`src/rtl/reg32b_arb.sv`:
```
// reg32b_arb: round-robin arbiter giving two masters shared access to a
// single-port register file. Each granted transaction runs IDLE -> ACCESS ->
// RESP -> IDLE. The command is latched on entry to ACCESS. Read data is
// captured at the end of ACCESS. The ack pulses for one cycle in RESP.
//
// Ports
//   clk, reset_           clock, asynchronous active-low reset
//   mN_req/we_/addr/wdata master N command (we_: 0 = write, 1 = read)
//   mN_gnt                master N owns the register file (ACCESS)
//   mN_ack                master N transaction complete (RESP, 1 cycle)
//   mN_rdata              master N read data, held until its next read
//   rf_addr/rf_d_in/rf_we_  register file command (idle values outside ACCESS)
//   rf_d_out              register file read data, combinational from rf_addr
//   busy                  arbiter in ACCESS or RESP
module reg32b_arb #(
  parameter int unsigned ADDR_W = 5,
  parameter int unsigned DATA_W = 32
) (
  input  logic              clk,
  input  logic              reset_,
  input  logic              m0_req,
  input  logic              m0_we_,
  input  logic [ADDR_W-1:0] m0_addr,
  input  logic [DATA_W-1:0] m0_wdata,
  output logic              m0_gnt,
  output logic              m0_ack,
  output logic [DATA_W-1:0] m0_rdata,
  input  logic              m1_req,
  input  logic              m1_we_,
  input  logic [ADDR_W-1:0] m1_addr,
  input  logic [DATA_W-1:0] m1_wdata,
  output logic              m1_gnt,
  output logic              m1_ack,
  output logic [DATA_W-1:0] m1_rdata,
  output logic [ADDR_W-1:0] rf_addr,
  output logic [DATA_W-1:0] rf_d_in,
  output logic              rf_we_,
  input  logic [DATA_W-1:0] rf_d_out,
  output logic              busy
);

  typedef enum logic [1:0] {
    IDLE   = 2'd0,
    ACCESS = 2'd1,
    RESP   = 2'd2
  } state_t;

  state_t state, state_nxt;

  // Latched command owner and direction. The latched address and write data
  // live directly in the rf_addr / rf_d_in output registers.
  logic cmd_sel;
  logic cmd_we_;
  // Master served most recently (0 = m0, 1 = m1).
  logic last;

  logic              take;
  logic              pick;
  logic              sel_we_;
  logic [ADDR_W-1:0] sel_addr;
  logic [DATA_W-1:0] sel_wdata;

  // State register
  always_ff @(posedge clk or negedge reset_) begin
    if (!reset_) state <= IDLE;
    else         state <= state_nxt;
  end

  // Next state and round-robin selection
  always_comb begin
    state_nxt = state;
    take      = 1'b0;
    pick      = 1'b0;
    case (state)
      IDLE: begin
        if (m0_req || m1_req) begin
          take      = 1'b1;
          state_nxt = ACCESS;
          // On a tie the master not served last wins.
          pick      = (m0_req && m1_req) ? ~last : m1_req;
        end
      end
      ACCESS:  state_nxt = RESP;
      RESP:    state_nxt = IDLE;
      default: state_nxt = IDLE;
    endcase
  end

  // Command of the selected master
  always_comb begin
    sel_we_   = pick ? m1_we_   : m0_we_;
    sel_addr  = pick ? m1_addr  : m0_addr;
    sel_wdata = pick ? m1_wdata : m0_wdata;
  end

  // Command latch, arbitration history and registered outputs
  always_ff @(posedge clk or negedge reset_) begin
    if (!reset_) begin
      cmd_sel  <= 1'b0;
      cmd_we_  <= 1'b1;
      last     <= 1'b1;
      m0_gnt   <= 1'b0;
      m1_gnt   <= 1'b0;
      m0_ack   <= 1'b0;
      m1_ack   <= 1'b0;
      busy     <= 1'b0;
      rf_we_   <= 1'b1;
      rf_addr  <= '0;
      rf_d_in  <= '0;
      m0_rdata <= '0;
      m1_rdata <= '0;
    end else begin
      if (take) begin
        cmd_sel <= pick;
        cmd_we_ <= sel_we_;
        last    <= pick;
      end
      busy    <= (state_nxt != IDLE);
      m0_gnt  <= take && !pick;
      m1_gnt  <= take && pick;
      m0_ack  <= (state == ACCESS) && !cmd_sel;
      m1_ack  <= (state == ACCESS) && cmd_sel;
      // Register-file command is driven only for the ACCESS cycle.
      rf_we_  <= !(take && !sel_we_);
      rf_addr <= take ? sel_addr : '0;
      rf_d_in <= (take && !sel_we_) ? sel_wdata : '0;
      // Read data is captured as ACCESS ends, while rf_addr is still valid.
      if ((state == ACCESS) && cmd_we_) begin
        if (cmd_sel) m1_rdata <= rf_d_out;
        else         m0_rdata <= rf_d_out;
      end
    end
  end

endmodule

```
`config.mk`:
```
export PLATFORM = sky130hd
export DESIGN_NAME = reg32b_arb
export DESIGN_NICKNAME = d
export VERILOG_FILES = /design/src/rtl/reg32b_arb.sv
export SDC_FILE = /design/constraint.sdc
export NUM_CORES = 1
export LEC_CHECK = 0
export BUFFER_PORTS_ARGS = -buffer_cell sky130_fd_sc_hd__buf_2
export CELL_PAD_IN_SITES_DETAIL_PLACEMENT = 1
export CELL_PAD_IN_SITES_GLOBAL_PLACEMENT = 2
export CORE_MARGIN = 2
export CORE_UTILIZATION = 26
export DETAILED_ROUTE_END_ITERATION = 6
export GPL_TIMING_DRIVEN = 0
export PLACE_DENSITY_LB_ADDON = 0.1
export SYNTH_ARGS = -nofsm -noshare
export SYNTH_HDL_FRONTEND = slang
export SYNTH_SLANG_ARGS = --single-unit
```
`constraint.sdc`:
```
create_clock -name clk -period 1.6 [get_ports clk]
set_input_delay 0.32 -clock clk [delete_from_list [all_inputs] [get_ports clk]]
set_output_delay 0.32 -clock clk [all_outputs]
set_load 0.005 [all_outputs]
```
==> results.py <==
metrics = {
    "global_routing": {
        "grt_pass1_wl_um": 19700,
        "antenna_found_initial": 1,
        "grt_start_max_net_pins": 74,
        "grt_pass1_vias": 3673,
        "grt_use_total_pct": 14.0,
        "overflow": 0,
    },
    "synth": {
        "seq_area_frac_synth_pct": 62.8,
        "yosysWarnings": 0,
        "synth_cell_types": 30,
        "synth_cells": 324,
        "syn-num-nets": 436,
        "synth_area_leaders": "dfrtp_1 61%, mux2_2 15%, a211oi_1 5.4%, nand3b_1 5.4%, nand2_1 2.8%",
        "ys_ff_latch": 112,
        "synth_area_mm2": 0.00447,
        "yosysTopAreaCell": "dfrtp_1",
        "yosysTopAreaCellShare_pct": 61.0,
        "avgSynthCellArea_um2": 13.8,
    },
    "floorplanning": {
        "core_area_mm2": 0.0167,
        "ioPinCount": 219,
        "initial_core_util_pct": 26.8,
        "num_rows": 47,
        "die-area_mm2": 0.0182,
        "die_y_um": 135,
        "die_x_um": 135,
    },
    "power": {
        "power_uw": 10800,
        "ir_drop_mv": 0.688,
        "power.leakage_uw": 0.00307,
        "power_density_mw_per_mm2": 1730,
    },
    "timing": {
        "slew_violations": 0,
        "final_hold_viol_count": 0,
        "finalClockSkew_ns": 0.0101,
        "fin_tns_setup_ns": 0,
        "finalCriticalPeriod_ns": 1.54,
        "whs_ns": 0.186,
        "slew_headroom_pct": 67.7,
        "setup_violations": 0,
        "rsz0062_at_grt": "true",
        "clock.fmax_ghz": 0.650,
        "finalCritPeriodShare_pct": 96.1,
        "worst_slew_pin_slew_ns": 0.485,
    },
    "final_layout": {
        "syn_to_final_growth_pct": 39.5,
        "final_nets": 669,
        "diodes": 0,
        "final_area_mm2": 0.00623,
        "utilization_pct": 37.3,
        "drive_gt1_share_pct": 58.1,
        "mostFrequentLayoutCells": "226 x buf_2, 109 x dfrtp_1, 60 x mux2_2",
        "final_common_cell": "buf_2",
    },
    "clock_tree": {
        "htreeDepth": 3,
        "tritoncts": "built",
        "clk_latency_ns": 0.35,
        "clock_path_buffers": 2,
        "clk_pin_slew_ns": 0.08,
        "clkSinkCount": 112,
        "ctsRootBufferMaster": "clkbuf_16",
        "cts_buffers": 9,
    },
    "drt": {
        "drt-pass1-iter-count": 3,
        "route.vias.total": 3471,
        "wire_per_inst_um": 16.4,
        "postRouteAntennaNets": 0,
        "drc": 0,
        "drt_iter0_drc": 64,
        "drt_wl_total_um": 12800,
        "vias_per_cell": 4.44,
    },
    "run_status": {
        "status": "finished, final reports clean",
    },
    "worst_hold_path": {
        "hold_path.class": "in -> reg",
    },
    "worst_setup_path": {
        "crit_fanout": 10,
        "rrSetupSlack_ns": 0.06,
        "crit_type": "reg -> reg",
        "end_kind": "register",
        "cp.arrival_ns": 1.79,
        "cp-start-kind": "register",
        "required_ns": 1.85,
    },
    "place": {
        "hpwl_um": 9550,
        "routabilityCongestion": 0.726,
        "numPortBuffers": 218,
        "dpl_cell_area_mm2": 0.00587,
    },
    "run": {
        "cap_violations": 0,
    },
}
critical path: stages (launching register included):
cell and delay [ns]:
dfstp_2 0.56, a21bo_1 0.11, buf_2 0.18, clkbuf_4 0.24
nand3b_1 0.11, a211oi_1 0.25
cells in the mapped netlist, drive strengths merged:
master / instances
a211oi: 32
a21bo: 1
a21boi: 1
a21o: 2
a21oi: 1
a22o: 5
and2: 2
and3: 1
buf: 16
clkbuf: 8
dfrtp: 109
dfstp: 3
inv: 2
mux2: 64
nand2: 33
nand2b: 2
nand3: 1
nand3b: 32
nor2: 3
nor2b: 1
nor3b: 1
o21ai: 1
o32a: 1
or2: 1
or3: 1
metal layers:
metal / track usage (%) / part of all wire [%] / vias to the layer above
met3: 5.26 / 9.4 / 13
met2: 23.2 / 48 / 132
met4: 4.86 / 1.4 / 0
li1: - / - / 1619
met1: 16.8 / 41 / 1707
met5: 0 / 0 / -
layout make-up:
type                       count  area [um^2]
inverter                       2         7.51
fill                        1870        10500
clock inverter                 6         91.3
sequential                   112         2810
buffer                        24          150
clock buffer                   9          225
tap                          220          275
timing repair buffer         222         1150
multi-input combinational    186         1530
final timing paths:
kind / from / endpoint / cells after the start
max: last$_DFFE_PN1P_ / rf_d_in[10]$_DFF_PN0_ / 5
min: m1_addr[0] / rf_addr[0]$_DFF_PN0_ / 2
max reg2reg: last$_DFFE_PN1P_ / rf_d_in[10]$_DFF_PN0_ / 5
min reg2reg: m1_rdata[6]$_DFFE_PN0P_ / m1_rdata[6]$_DFFE_PN0P_ / 1
max in group asynchronous: reset_ / cmd_we_$_DFFE_PN1P_ / 3
min in group asynchronous: reset_ / m1_rdata[3]$_DFFE_PN0P_ / 2
sequential cells by signal, summed over array words and instances (netlist names):
name and flops:
m1_rdata 32, m0_gnt 1, busy 1, rf_addr 5, m0_ack 1, cmd_sel 1
state 2, cmd_we_ 1, m0_rdata 32, last 1, rf_d_in 32, rf_we_ 1
m1_ack 1, m1_gnt 1
cell families after synthesis:
kind of cell	share of synthesized area [%]
flops	62.8
simple gates	10.4
buf+inv	3.05
mux	16.1
compound gates	7.62
power by group:
group | switching [uW] | total, uW | internal [uW]
registers | 491 | 4470 | 3980
logic | 1790 | 3870 | 2080
clock network | 1060 | 2440 | 1380
total | 3340 | 10800 | 7440
through the flow:
| stage | instances | setup slack, ns |
|---|---|---|
| after floorplan | 324 | 0.140 |
| after global placement | 762 | -1.22 |
| after detailed placement | 763 | -0.0610 |
| after CTS | 781 | 0.0160 |
| after global routing | 781 | -0.0508 |
| final | 781 | 0.0618 |
repair_timing:
item / 4_1_cts / 5_1_grt
hold endpoints to repair: 38 / 0
gates resized for setup: 0 / 16
buffers inserted: 2 / 0
setup endpoints to repair: 30 / 37
hold buffers: 1 / 0
Note: power is estimated with default switching activity, not from simulation.
